[src/rtl/branch_target_predictor.sv]
// Direct-mapped branch target buffer with saturating direction counters, allocate-on-taken
// training and saturating branch/mispredict statistics. Define BP_GSHARE_EN for gshare counter indexing.
module branch_target_predictor #(
    parameter int XLEN     = 32,
    parameter int ENTRIES  = 16,
    parameter int CTR_BITS = 2,
    parameter int TAG_BITS = 8,
    parameter int GHR_BITS = 4
) (
    input  logic            clk,
    input  logic            reset,
    input  logic [XLEN-1:0] bp_in_f_pc,
    input  logic [XLEN-1:0] bp_in_e_pc,
    input  logic [XLEN-1:0] bp_in_e_pc_branch_target,
    input  logic            bp_in_e_branch_en,
    input  logic            bp_in_e_branch_taken_en,
    input  logic            bp_in_e_branch_mispredict_en,
    output logic            bp_out_f_predicted_en,
    output logic            bp_out_f_predicted_taken_en,
    output logic [XLEN-1:0] bp_out_f_predicted_pc,
    output logic [31:0]     bp_out_branch_count,
    output logic [31:0]     bp_out_mispredict_count
);

    localparam int IDX = $clog2(ENTRIES);
    localparam logic [CTR_BITS-1:0] CTR_MAX = '1;
    localparam logic [CTR_BITS-1:0] CTR_WT  = CTR_BITS'(2 ** (CTR_BITS - 1));
    localparam logic [CTR_BITS-1:0] CTR_WNT = CTR_BITS'(2 ** (CTR_BITS - 1) - 1);

    logic [IDX-1:0]      f_idx, e_idx, f_cidx, e_cidx;
    logic [TAG_BITS-1:0] f_tag, e_tag;
    logic                f_hit, e_hit;

    logic                valid_q  [ENTRIES];
    logic                valid_d  [ENTRIES];
    logic [TAG_BITS-1:0] tag_q    [ENTRIES];
    logic [TAG_BITS-1:0] tag_d    [ENTRIES];
    logic [XLEN-1:0]     target_q [ENTRIES];
    logic [XLEN-1:0]     target_d [ENTRIES];
    logic [CTR_BITS-1:0] ctr_q    [ENTRIES];
    logic [CTR_BITS-1:0] ctr_d    [ENTRIES];

    logic [31:0] branch_count_q, branch_count_d;
    logic [31:0] mispredict_count_q, mispredict_count_d;

    assign f_idx = bp_in_f_pc[IDX+1:2];
    assign e_idx = bp_in_e_pc[IDX+1:2];
    assign f_tag = bp_in_f_pc[IDX+1+TAG_BITS:IDX+2];
    assign e_tag = bp_in_e_pc[IDX+1+TAG_BITS:IDX+2];

    // Low alignment bits and PC bits above the tag take no part in lookup.
    logic unused_pc_bits;
    assign unused_pc_bits = ^{bp_in_f_pc[1:0], bp_in_f_pc[XLEN-1:IDX+2+TAG_BITS],
                              bp_in_e_pc[1:0], bp_in_e_pc[XLEN-1:IDX+2+TAG_BITS]};

`ifdef BP_GSHARE_EN
    logic [GHR_BITS-1:0] ghr_q, ghr_d;

    // Training indexes with the pre-shift history, matching what fetch saw.
    assign f_cidx = f_idx ^ IDX'(ghr_q);
    assign e_cidx = e_idx ^ IDX'(ghr_q);

    always_comb begin
        ghr_d = ghr_q;
        if (bp_in_e_branch_en) begin
            ghr_d = (ghr_q << 1) | GHR_BITS'(bp_in_e_branch_taken_en);
        end
    end

    always_ff @(posedge clk) begin
        if (reset) begin
            ghr_q <= '0;
        end else begin
            ghr_q <= ghr_d;
        end
    end
`else
    assign f_cidx = f_idx;
    assign e_cidx = e_idx;
`endif

    assign f_hit = valid_q[f_idx] && (tag_q[f_idx] == f_tag);
    assign e_hit = valid_q[e_idx] && (tag_q[e_idx] == e_tag);

    // Lookup reads registered state only, so same-cycle training is never forwarded.
    assign bp_out_f_predicted_en       = f_hit;
    assign bp_out_f_predicted_taken_en = f_hit && ctr_q[f_cidx][CTR_BITS-1];
    assign bp_out_f_predicted_pc       = f_hit ? target_q[f_idx] : '0;
    assign bp_out_branch_count         = branch_count_q;
    assign bp_out_mispredict_count     = mispredict_count_q;

    // NOTE: every next-state signal gets its hold value first, so no path through this block infers a latch.
    always_comb begin
        valid_d  = valid_q;
        tag_d    = tag_q;
        target_d = target_q;
        ctr_d    = ctr_q;
        if (bp_in_e_branch_en) begin
            if (e_hit) begin
                if (bp_in_e_branch_taken_en) begin
                    if (ctr_q[e_cidx] != CTR_MAX) begin
                        ctr_d[e_cidx] = ctr_q[e_cidx] + CTR_BITS'(1);
                    end
                    target_d[e_idx] = bp_in_e_pc_branch_target;
                end else if (ctr_q[e_cidx] != '0) begin
                    ctr_d[e_cidx] = ctr_q[e_cidx] - CTR_BITS'(1);
                end
            end else if (bp_in_e_branch_taken_en) begin
                valid_d[e_idx]  = 1'b1;
                tag_d[e_idx]    = e_tag;
                target_d[e_idx] = bp_in_e_pc_branch_target;
                ctr_d[e_cidx]   = CTR_WT;
            end
        end
    end

    always_comb begin
        branch_count_d     = branch_count_q;
        mispredict_count_d = mispredict_count_q;
        if (bp_in_e_branch_en) begin
            if (branch_count_q != 32'hFFFF_FFFF) begin
                branch_count_d = branch_count_q + 32'd1;
            end
            if (bp_in_e_branch_mispredict_en && (mispredict_count_q != 32'hFFFF_FFFF)) begin
                mispredict_count_d = mispredict_count_q + 32'd1;
            end
        end
    end

    // NOTE: sequential state is assigned only with non-blocking assignments so every flop samples pre-edge values.
    always_ff @(posedge clk) begin
        if (reset) begin
            for (int i = 0; i < ENTRIES; i++) begin
                valid_q[i] <= 1'b0;
                ctr_q[i]   <= CTR_WNT;
            end
            branch_count_q     <= '0;
            mispredict_count_q <= '0;
        end else begin
            valid_q            <= valid_d;
            ctr_q              <= ctr_d;
            branch_count_q     <= branch_count_d;
            mispredict_count_q <= mispredict_count_d;
        end
    end

    // NOTE: tag and target storage is deliberately not reset; the cleared valid bits mask it on every read.
    always_ff @(posedge clk) begin
        if (!reset) begin
            tag_q    <= tag_d;
            target_q <= target_d;
        end
    end

endmodule

[config.mk]
export PLATFORM = sky130hd
export DESIGN_NAME = branch_target_predictor
export DESIGN_NICKNAME = d
export VERILOG_FILES = /design/src/rtl/branch_target_predictor.sv
export SDC_FILE = /design/constraint.sdc
export NUM_CORES = 1
export LEC_CHECK = 0
export BUFFER_PORTS_ARGS = -buffer_cell sky130_fd_sc_hd__buf_4
export CORE_MARGIN = 2
export CORE_UTILIZATION = 45
export CTS_BUF_LIST = sky130_fd_sc_hd__clkbuf_2
export CTS_CLUSTER_DIAMETER = 100
export DETAILED_ROUTE_END_ITERATION = 12
export GPL_TIMING_DRIVEN = 0
export HOLD_SLACK_MARGIN = 0.06
export PLACE_DENSITY_LB_ADDON = 0.05
export SYNTH_ARGS = -nofsm -noshare
export SYNTH_HDL_FRONTEND = slang
export SYNTH_SLANG_ARGS = --single-unit
[constraint.sdc]
create_clock -name clk -period 4.2 [get_ports clk]
set_clock_uncertainty 0.1 [all_clocks]
set_input_delay 0 -clock clk [delete_from_list [all_inputs] [get_ports clk]]
set_output_delay 0 -clock clk [all_outputs]
set_load 0.005 [all_outputs]
======== After elaboration in Yosys (flattened, before gate mapping) ========
Index checks and enable logic that the tools add are counted.
W data, S select, Z words.
cells by class
  reduce and logical (&&, ||, !) cells .... 14
  bitwise gates (word level) .............. 8
  equality and inequality tests ........... 6
  magnitude comparators ................... 3
  add/sub/neg operators ................... 4
  muxes and demuxes ....................... 39
operator list
  cell                     count
  $bwmux W512              1
  $mux W32                 9
  $bmux W32 S4             1
  $bwmux W128              1
  $demux W32 S4            1
  $add A32 B1 Y32 const B  2
  $bmux W8 S4              2
  $bwmux W32               2
  $ne A32 B32 Y1 const B   2
  $mux W8                  5
  $demux W8 S4             1
  $or A16 B16 Y16          2
  $and A16 B16 Y16         1
  $bmux W2 S4              2
  $eq A8 B8 Y1             2
  $not A16 Y16             1
  $ge A5 B5 Y1 const B     2
  $mux W2                  5
  $not A4 Y5               2
  $bmux W1 S4              2
  $demux W2 S4             1
  $reduce_and A4 Y1        2
  $reduce_and A3 Y1        2
  $reduce_bool A2 Y1       3
  10 further kinds         20
word-level totals
  output and inout bits ................... 98
  bits of input ports ..................... 101
  bits in registers ....................... 752

======== Logic depth before layout (Yosys ltp) ========
Gate-level depths: netlist (run 1).
  depth after elaboration ................. 9
  depth in mapped cells ................... 14

======== Least setup slack after synthesis (run 1) ========
No wires, ideal clock.
  path kind ............................... input to register
  start point ............................. in bp_in_e_pc[2]
  end point ............................... reg ctr_q[10] in the netlist's numbering
  stages on the path ...................... 13
  arrival ................................. 2807 ps
  slack ................................... 1171 ps
  cells stage by stage .................... buf_6 buf_12 buf_2 buf_2 mux4_2 mux4_2 inv_1 ha_1 nor2_1 o21ai_0 nor2_4 buf_4 a221o_1
between the ends
  longest elaborated chain between the ends .. 9
  elaborated cells between the ends (all ways) .. 34
RTL lines
  what                                                                         line      source
  from (decl)                                                                  13        input logic [XLEN-1:0] bp_in_e_pc,
  $not A4 Y5 (not written as such) *                                           -
  $bmux W2 S4 (tied with other cells)                                          -
  $mux W2 (not written as such) / $logic_and A1 B1 Y1 (equally long branches)  -
  $mux W2 (on tied branches)                                                   -
  $sub A2 B1 Y2 (tied with other cells)                                        106       ctr_d[e_cidx] = ctr_q[e_cidx] - CTR_BITS'(1);
  $bwmux W32 (tied with other cells)                                           106
  $mux W32 (tied with other cells)                                             105       end else if (ctr_q[e_cidx] != '0) begin
  $mux W32 (on tied branches)                                                  100, 108
  $mux W32                                                                     99        if (e_hit) begin
  to (signal assigned)                                                         141       ctr_q <= ctr_d;
  to (decl)                                                                    40        logic [CTR_BITS-1:0] ctr_q [ENTRIES];
Mark *: on every way between the ends. The rest lies on a longest branch, timed or not. The select of a mux whose other input is x is not followed.
A chain may end at the register's enable or synchronous reset.

======== Worst setup path in the final report (run 1) ========
  start point ............................. reg tag_q[102] in the netlist's numbering
  end point ............................... out bp_out_f_predicted_pc[10]
between the ends
  longest elaborated chain between the ends .. 6
RTL lines
  what                                        line  source
  from (decl)                                 36    logic [TAG_BITS-1:0] tag_q [ENTRIES];
  from (signal assigned)                      150   tag_q <= tag_d;
  $bmux W8 S4                                 82    assign f_hit = valid_q[f_idx] && (tag_q[f_idx] == f_tag);
  $mux W8 (not written as such) (2 in a row)  82
  $eq A8 B8 Y1                                82
  $logic_and A1 B1 Y1                         82
  $mux W32                                    88    assign bp_out_f_predicted_pc = f_hit ? target_q[f_idx] : '0;
  to (decl)                                   20    output logic [XLEN-1:0] bp_out_f_predicted_pc,
No other way between the ends. The select of a mux whose other input is x is not followed.

==> impl_metrics.toml, run 1 <==
[timing]
setup_viol = 29
fmax_mhz = 233.7
slew_viol_final = 0
relSlewSlack_pct = 10.69
final.setup.tns_ns = -1.491
whs_ns = 0.2224
period_needed_ns = 4.278
fin_ws_ns = -0.07825
hold_violations = 0
rsz0062_at_grt = "true"
tightestPinTransition_ns = 1.335
final.period_utilization_pct = 101.9

[worst_setup_path]
worst_r2r_startpoint = "tag_q[67]"
critPathLaunchType = "flip-flop"
worst_ep_arrival_time_ns = 4.18
critPathKind = "flip-flop to output pin"
end_kind = "output pin"
reg2reg_depth = 12
r2r_slack_ns = 0.18
required_ns = 4.10
cp_max_fo = 10
reg2reg_to = "tag_q[114]"

[hold_path]
holdPathEnd = "valid_q[15]"
hold_start = "bp_in_e_pc[2]"
holdPathStages = 6
hold_path_class = "input port to flip-flop"

[routing]
num_vias = 18270
drtPass1Iterations = 7
drc_errors = 0
drt_iter0_drc = 1474
viasPerCell = 5.611
wl_per_cell_um = 25.59
route.antenna.remaining_nets = 0
wirelength_um = 83320

[clocking]
cts_buffers = 191
clkTransAtPathRegs_ns = 0.09
cts_num_sinks = 752
root_buffer = "clkbuf_2"
clock_latency_ns = 1.38
cts_buffer_depth = 3
cts_tree = "built"
htreeDepth = 4

[floorplanning]
core_area_um2 = 68590
die_y_um = 267.4
initial_core_util_pct = 45.51
rows = 96
die_w_um = 267.4
io_pins = 199
die-area_um2 = 71490

[logic_synthesis]
synthArstFlopShare_pct = 0
postSynthAreaPerCell_um2 = 18.69
synthFlopType = "edfxtp_1"
synth-seq-cells = 752
ys_seq_area_share_pct = 68.75
syn_area_um2 = 31220
synth_edf_count = 640
netlist_instances = 1670
synth.net_count = 1775
ys_types = 59
yosys_warnings = 0

[power]
peakVddDrop_mv = 0.1957
total_power_mw = 14.12
leakagePower_nw = 12.85
p_per_area_nw_per_um2 = 374.4

[global_routing]
grt_pass1_wl_um = 122200
met3_usage_pct = 5.701
use_met2_pct = 39.18
overflow = 0
top_usage_layer = "met2"
grt_max_degree = 23
antenna_found_initial = 2
grt_pass1_vias = 19050
met1_usage_pct = 31.26
grtUsageTotal_pct = 23.86

[outcome]
violations = "negative setup slack"
run_status = "finished, violations left"

[finish]
drive_gt1_share_pct = 36.19
utilization_pct = 54.97
finalNonFillerCells = 3256
n_fill_cell = 5630
final_cell_area_um2 = 37700
finalNetCount = 2288
area_growth_pct = 20.78

[run]
cap_violations = 0

[placed_design]
dpl.hpwl_um = 51800
dp_cells = 2775
place_area_um2 = 34150
gp_congestion = 0.8272
post-place-ws_ns = -0.2806
portBuffers = 150
[cells by family (layout without fill, tap and decap cells)]
family	after synthesis	after routing	synth area share, %
xor gates and xnor gates	70	70	1.964
buffers and inverters	109	760	1.659
adders and majority gates	4	4	0.1603
and+or+nand+nor	351	351	5.531
AOI/OAI and AO/OA	91	91	2.557
other	0	4	0
DFF	752	752	68.75
muxes	293	293	19.38
[cells in the mapped netlist (all sizes together) (4+ instances only)]
| library cell | number | area (µm²) |
|---|---|---|
| a21oi | 11 | 55.05 |
| a221o | 16 | 160.2 |
| a22oi | 8 | 65.06 |
| a32oi | 15 | 191.4 |
| and3 | 46 | 287.8 |
| and4 | 7 | 61.31 |
| buf | 44 | 274.0 |
| clkbuf | 55 | 206.5 |
| dfxtp | 112 | 2242 |
| edfxtp | 640 | 19220 |
| ha | 4 | 50.05 |
| inv | 9 | 33.78 |
| mux2i | 43 | 430.4 |
| mux4 | 249 | 5608 |
| nand2 | 62 | 232.7 |
| nand2b | 5 | 31.28 |
| nand3 | 35 | 175.2 |
| nand4 | 15 | 93.84 |
| nor2 | 128 | 488.0 |
| nor2b | 9 | 56.30 |
| nor3 | 17 | 106.4 |
| nor4 | 6 | 43.79 |
| o21ai | 12 | 67.57 |
| o2bb2ai | 16 | 140.1 |
| or3 | 12 | 75.07 |
| xnor2 | 29 | 254.0 |
| xor2 | 41 | 359.1 |
[flip-flops by register name, summed over array words and instances, names as in the netlist]
register / cells
target_q: 512
valid_q: 16
tag_q: 128
ctr_q: 32
bp_out_mispredict_count: 32
bp_out_branch_count: 32
[critical path: stages (launching register included)]
cell and delay, ns:
edfxtp_1 0.42, mux4_2 0.49, mux4_2 0.52, xnor2_2 0.14, nand4_1 0.25, nor4_4 0.23
buf_6 0.16, buf_12 0.14, clkbuf_16 0.17, and3_4 0.20, buf_6 0.09
[final cells by class]
type                            count  area (µm²)  share of cell area, %
Antenna cell                        4       10.01                0.02655
Buffer                             99       548.0                  1.454
Clock buffer                      275        1376                  3.650
Clock inverter                     56       364.1                 0.9657
Inverter                           10       37.54                0.09956
Multi-Input combinational cell    809        9542                  25.31
Sequential cell                   752       21460                  56.92
Tap cell                          931        1165                  3.090
Timing Repair Buffer              320        3201                  8.489
[layer usage]
| layer | up-vias | routed length [µm] |
|---|---|---|
| met1 | 9488 | 34830 |
| met5 | - | 0 |
| met2 | 653 | 41490 |
| met4 | 0 | 1908 |
| li1 | 7977 | - |
| met3 | 153 | 5095 |
[report_power, final]
part | switching (mW) | internal [mW] | total [mW]
Clock | 2.98 | 2.02 | 5.00
Combinational | 0.515 | 0.453 | 0.968
Sequential | 0.0196 | 8.13 | 8.15
[layout by cell type (no fill, tap or decap), types with 12 or more instances in the layout]
cell type      Yosys  layout
a221o_1           16      16
and3_1            46      24
and3_4             0      22
buf_12             1      12
buf_2             23      23
buf_4              8     144
buf_6              3      26
clkbuf_1          55      50
clkbuf_2           0     276
clkinv_1           1      38
dfxtp_1          112     112
dlygate4sd3_1      0     137
edfxtp_1         640     640
mux2i_1           43      43
mux4_2           249     249
nand2_1           62      61
nand3_1           35      34
nand4_1           15      15
nor2_1           127     105
nor2_4             1      17
nor3_1            14      14
o2bb2ai_1         16      16
or3_1             12      12
xnor2_1           29      25
xor2_1            41      41
[timing repair]
| item | CTS | global route |
|---|---|---|
| hold endpoints to repair | 1392 | 0 |
| gates resized for setup | 40 | 39 |
| pin swaps | 3 | 8 |
| cloned | 1 | 1 |
| hold buffers | 139 | 0 |
| setup buffers | 3 | 4 |
| endpoints found under the setup margin | 34 | 36 |
[worst max path at each step]
stage,startpoint,end,slack (ns),depth (start not counted)
6_report,tag_q[102],bp_out_f_predicted_pc[10],-0.08,10
5_1_grt,tag_q[102],bp_out_f_predicted_pc[4],-0.32,10
4_1_cts,tag_q[67],bp_out_f_predicted_pc[3],-0.39,10
3_5_place_dp,bp_in_f_pc[3],bp_out_f_predicted_taken_en,-0.28,9
3_3_place_gp,bp_in_e_pc[4],target_q[105],-1.55,6
2_1_floorplan,bp_in_e_pc[2],ctr_q[10],1.17,13
(Power assumes the default switching activity.)
==> inputs of run 2 (changes only) <==
- CTS_BUF_LIST: sky130_fd_sc_hd__clkbuf_2 -> unset
- RECOVER_POWER: unset -> 25
==> run 2 against run 1 <==
Net effect: combinational power fell by 9.8%; cell count is 8.6% lower; routed wire length down 3.0%; critical path depth down 1; non-clock buffer count shrank 97; register-to-register slack improved by 0.06 ns; critical endpoint unchanged; global-route usage decreased by 0.77 points; the run now ends clean; sequential power is essentially flat.
==> impl_metrics.toml, run 2 (synthesized netlist as in run 1, its figures left out) <==
[finish]
multi_input_area_um2 = 9371
final_common_cell = "edfxtp_1"
seqCellArea_um2 = 21460
layout_common_cells = "edfxtp_1, mux4_2, buf_4"
area_growth_pct = 19.17
finalNetCount = 2082
largest_reg_flops = 512
n_fill_cell = 5493
drive_gt1_share_pct = 29.22
reg_top3 = "target_q (512), tag_q (128)"
max_flop_register = "target_q"

[global_routing]
grt_pass1_wl_um = 118400
grt_max_degree = 23
grt_pass1_vias = 17720
grtUsageTotal_pct = 23.09
overflow = 0
antenna_found_initial = 2

[timing]
setup_viol = 0
final.setup.tns_ns = 0
final.period_utilization_pct = 96.59
rsz0062_at_grt = "false"
hold_violations = 0
period_needed_ns = 4.057
fmax_mhz = 246.5
relSlewSlack_pct = 1.952
tightestPinTransition_ns = 1.465
slew_viol_final = 0

[clocking]
htreeDepth = 3
root_buffer = "clkbuf_16"
clock_latency_ns = 0.65
cts_num_sinks = 752
clkTransAtPathRegs_ns = 0.06
cts_buffers = 82
cts_tree = "built"
cts_buffer_depth = 3

[power]
total_power_mw = 16.02
leakagePower_nw = 12.27
peakVddDrop_mv = 0.3201
p_per_area_nw_per_um2 = 430.6

[worst_setup_path]
reg2reg_depth = 9
path_cells = "buf_4 > clkdlybuf4s15_1 > clkbuf_2 > clkbuf_1 > clkbuf_1 > mux4_2 > mux4_2 > and3_1 > buf_4"
critPathBufInv = 6
cp_max_fo = 10
critPathCapture = "bp_out_f_predicted_pc[10]"
critPathKind = "input port to output pin"
worst-path-stages = 9
critPathTopFamily = "buffers and inverters"
required_ns = 4.10
slowest_stage = "clkbuf_1"
max_stage_delay_ns = 0.72
critPathLaunchType = "input port"
worst_r2r_startpoint = "valid_q[4]"
end_kind = "output pin"
reg2reg_to = "tag_q[51]"
critPathLaunch = "bp_in_f_pc[3]"
r2r_slack_ns = 0.24
worst_ep_arrival_time_ns = 3.96

[floorplanning]
die-area_um2 = 71490
die_y_um = 267.4
die_w_um = 267.4
rows = 96
io_pins = 199
core_area_um2 = 68590
initial_core_util_pct = 45.51

[routing]
route.antenna.remaining_nets = 0
wl_per_cell_um = 27.16
viasPerCell = 5.737
drtPass1Iterations = 6
drt_iter0_drc = 1522
num_vias = 17070
wirelength_um = 80790
drc_errors = 0

[hold_path]
hold_path_class = "input port to flip-flop"

[placed_design]
portBuffers = 150
dpl.hpwl_um = 51800
gp_congestion = 0.8272

[run]
cap_violations = 0

[outcome]
run_status = "finished clean"
-- run 2: cell count changes in the layout (fill, tap and decap cells not counted), sizes merged --
cell | before | now
bufinv | 4 | 5
inv | 16 | 11
clkdlybuf4s15 | 2 | 1
clkbuf | 330 | 185
diode | 4 | 1
clkinv | 45 | 34
dlygate4sd3 | 137 | 48
buf | 225 | 193
clkinvlp | 1 | 5
-- run 2: worst min path at each step --
| stage | startpoint | end | slack (ns) | cells after the start |
|---|---|---|---|---|
| 2_1_floorplan | bp_in_e_pc[6] | tag_q[0] | -0.001 | 0 |
| 3_3_place_gp | bp_in_e_pc_branch_target[11] | target_q[107] | 0.19 | 1 |
| 3_5_place_dp | bp_in_e_pc_branch_target[11] | target_q[43] | 0.20 | 1 |
| 4_1_cts | bp_in_e_pc_branch_target[9] | target_q[361] | 0.06 | 2 |
| 5_1_grt | bp_in_e_pc[8] | tag_q[34] | 0.15 | 2 |
| 6_report | bp_in_e_pc[2] | valid_q[13] | 0.12 | 5 |
-- run 2: what timing repair did --
action / 4_1_cts / 5_1_grt
buffers inserted: 1 / 0
pin swaps: 1 / 2
endpoints found under the setup margin: 33 / 6
gates cloned: 0 / 0
endpoints found under the hold margin: 712 / 0
gates resized for setup: 2 / 7
hold buffers: 48 / 0
-- run 2: cell type report --
type	instances	area share (%)
flip-flops and latches	752	57.69
multi-input cells	809	25.19
clock buffers	105	5.913
repair buffers	224	5.476
well taps	931	3.131
plain buffers	98	1.318
clock inverters	45	1.174
inverters	10	0.1009
diodes	1	0.006727
-- run 2: metal layers --
layer  share of wire (%)  up-vias  global-route usage [%]  wire [µm]
li1                    -     7461                       -          -
met1                  42     8960                   30.99      34060
met2                  50      515                   38.46      40190
met3                 5.6      131                   4.404       4485
met4                 2.5        2                   6.939       2055
met5              0.0087        -                       0          7
-- run 2: power breakdown --
part	total [mW]	leakage [nW]	switching, mW	internal, mW
Sequential	8.16	6.66	0.0197	8.14
Combinational	0.873	4.33	0.492	0.381
Clock	6.98	1.28	2.94	4.04
-- run 2: tightest hold or removal path, cell delays in order --
cell and delay, ns:
buf_6 0.15, nor2b_1 0.06, clkbuf_1 0.23, nand2_1 0.27, o2bb2ai_1 0.09
-- run 2: through the flow --
| step | hold WS (ns) | std cells | instance area [µm²] | setup slack (ns) | utilization [%] |
|---|---|---|---|---|---|
| 2_1_floorplan | -0.001131 | 1670 | 31220 | 1.171 | - |
| 3_3_place_gp | 0.1876 | 2751 | 33510 | -1.552 | 48.85 |
| 3_5_place_dp | 0.2033 | 2775 | 34150 | -0.2806 | 49.79 |
| 4_1_cts | 0.06376 | 2973 | 37270 | 0.01554 | 54.35 |
| 5_1_grt | 0.1489 | 2975 | 37200 | 0.01498 | 54.24 |
| 6_report | 0.1173 | 2975 | 37200 | 0.1434 | 54.24 |
==> inputs of run 3 (changes only) <==
==> constraint.sdc (replaced) <==
create_clock -name clk -period 4.2 [get_ports clk]
set_clock_uncertainty 0.1 [all_clocks]
set_input_delay 0.42 -clock clk [delete_from_list [all_inputs] [get_ports clk]]
set_output_delay 0.42 -clock clk [all_outputs]
set_load 0.005 [all_outputs]
==> run 3 against run 2 <==
Net effect: the flow now finishes with violations (negative setup slack); highest routed layer unchanged; sequential share of layout area down 0.081 points; combinational power barely moved; routed wire length fell by 0.30%; critical path type is now input port to flip-flop.
==> impl_metrics.toml, run 3 (synthesized netlist as in run 1, its figures left out) <==
[finish]
final_common_cell = "edfxtp_1"
largest_reg_flops = 512
utilization_pct = 54.32
max_flop_register = "target_q"
reg_top3 = "target_q (512), tag_q (128)"
drive_gt1_share_pct = 30.58
finalNetCount = 2076
final_cell_area_um2 = 37250
finalNonFillerCells = 2969
area_growth_pct = 19.34
layout_common_cells = "edfxtp_1, mux4_2, buf_4"

[floorplanning]
core_area_um2 = 68590
die_y_um = 267.4
die_w_um = 267.4
io_pins = 199
rows = 96
initial_core_util_pct = 45.51
die-area_um2 = 71490

[worst_setup_path]
critPathBufInv = 5
end_kind = "flip-flop"
cp_max_fo = 10
critPathTopFamily = "buffers and inverters"
path_cells = "buf_2 > buf_2 > buf_2 > clkbuf_1 > nand4b_1 > nand3_1 > nand3_1 > or3_1 > nand2b_1 > clkbuf_1 > nor2_1"
required_ns = 4.33
critPathLaunchType = "input port"
path_common_cell = "buf_2"
slowest_stage = "nor2_1"
critPathKind = "input port to flip-flop"
max_stage_delay_ns = 1.12
worst_ep_arrival_time_ns = 4.37

[placed_design]
post-place-ws_ns = -1.121
dpl.hpwl_um = 51800
dp_cells = 2775
place_area_um2 = 34150
gp_congestion = 0.8272
portBuffers = 150

[global_routing]
grt_pass1_wl_um = 118200
grtUsageTotal_pct = 23.07
grt_max_degree = 23
grt_pass1_vias = 17670
antenna_found_initial = 2
overflow = 0

[power]
p_per_area_nw_per_um2 = 429.9
total_power_mw = 16.02
peakVddDrop_mv = 0.3276
leakagePower_nw = 12.31

[clocking]
cts_num_sinks = 752
htreeDepth = 3
cts_buffer_depth = 3
clkTransAtPathRegs_ns = 0.06
cts_tree = "built"
clock_latency_ns = 0.65
root_buffer = "clkbuf_16"
cts_buffers = 82

[routing]
route.antenna.remaining_nets = 0
viasPerCell = 5.766
drt_iter0_drc = 1439
drc_errors = 0
drtPass1Iterations = 8
num_vias = 17120
wirelength_um = 80550
wl_per_cell_um = 27.13

[timing]
tightestPinTransition_ns = 1.401
setup_viol = 16
final.period_utilization_pct = 100.8
hold_violations = 0
slew_viol_final = 0
fmax_mhz = 236.2
relSlewSlack_pct = 6.223
period_needed_ns = 4.233
fin_ws_ns = -0.03330
rsz0062_at_grt = "true"

[outcome]
violations = "negative setup slack"
run_status = "finished, violations left"

[hold_path]
hold_path_class = "input port to flip-flop"

[run]
cap_violations = 0
## run 3: changes by cell type in the layout (fill, tap and decap cells not counted), sizes merged
| cell | before | now |
|---|---|---|
| buf | 193 | 191 |
| dlygate4sd3 | 48 | 40 |
| clkdlybuf4s15 | 1 | 5 |
## run 3: layout make-up
cell class / instances / area (µm²)
clock inverter: 45 / 436.7
inverter: 10 / 37.54
tap: 931 / 1165
timing repair buffer: 217 / 1972
antenna: 1 / 2.502
clock buffer: 105 / 2200
multi-input combinational: 809 / 9397
sequential: 752 / 21460
buffer: 99 / 583.1
fill: 5480 / 31330
## run 3: final timing paths
check                                        startpoint         to  slack [ns]  depth (start not counted)
worst min-delay path            bp_in_e_branch_taken_en   ctr_q[1]        0.27                          4
worst min register to register                ctr_q[17]  ctr_q[17]        0.38                          2
worst max register to register                tag_q[32]  tag_q[90]        0.24                          9
worst max-delay path                      bp_in_e_pc[3]  tag_q[90]       -0.03                         11
## run 3: metrics by stage
step | TNS [ns] | hold slack [ns]
5_1_grt | -1.321 | 0.2615
3_5_place_dp | -89.76 | 0.3688
6_report | -0.2918 | 0.2667
4_1_cts | 0 | 0.2211
3_3_place_gp | -965.96 | 0.3591
2_1_floorplan | 0 | 0.3434
## run 3: timing repair
item / CTS / global route
hold buffers: 40 / 0
pin swaps: 2 / 2
endpoints found under the setup margin: 34 / 62
hold endpoints to repair: 640 / 0
resized for setup: 50 / 1
gates cloned: 0 / 0
setup buffers: 2 / 0
## run 3: power by group
| group | total (mW) | internal, mW | switching (mW) |
|---|---|---|---|
| combinational | 0.875 | 0.384 | 0.491 |
| clock | 6.98 | 4.04 | 2.93 |
| sequential | 8.16 | 8.14 | 0.0198 |
## run 3: per-layer routing
metal / routed length, µm / vias up / track usage, %
li1: - / 7446 / -
met2: 40090 / 557 / 38.36
met1: 33660 / 8983 / 31.00
met4: 2022 / 2 / 6.909
met3: 4773 / 130 / 4.450
met5: 7 / - / 0
## run 3: worst register-to-register path, delay by kind of cell (launching register included)
family / cells / cell delay (ns)
flip-flops: 1 / 0.40
buffers and inverters: 1 / 0.30
AND/OR/NAND/NOR: 7 / 2.25
multiplexers: 1 / 0.50
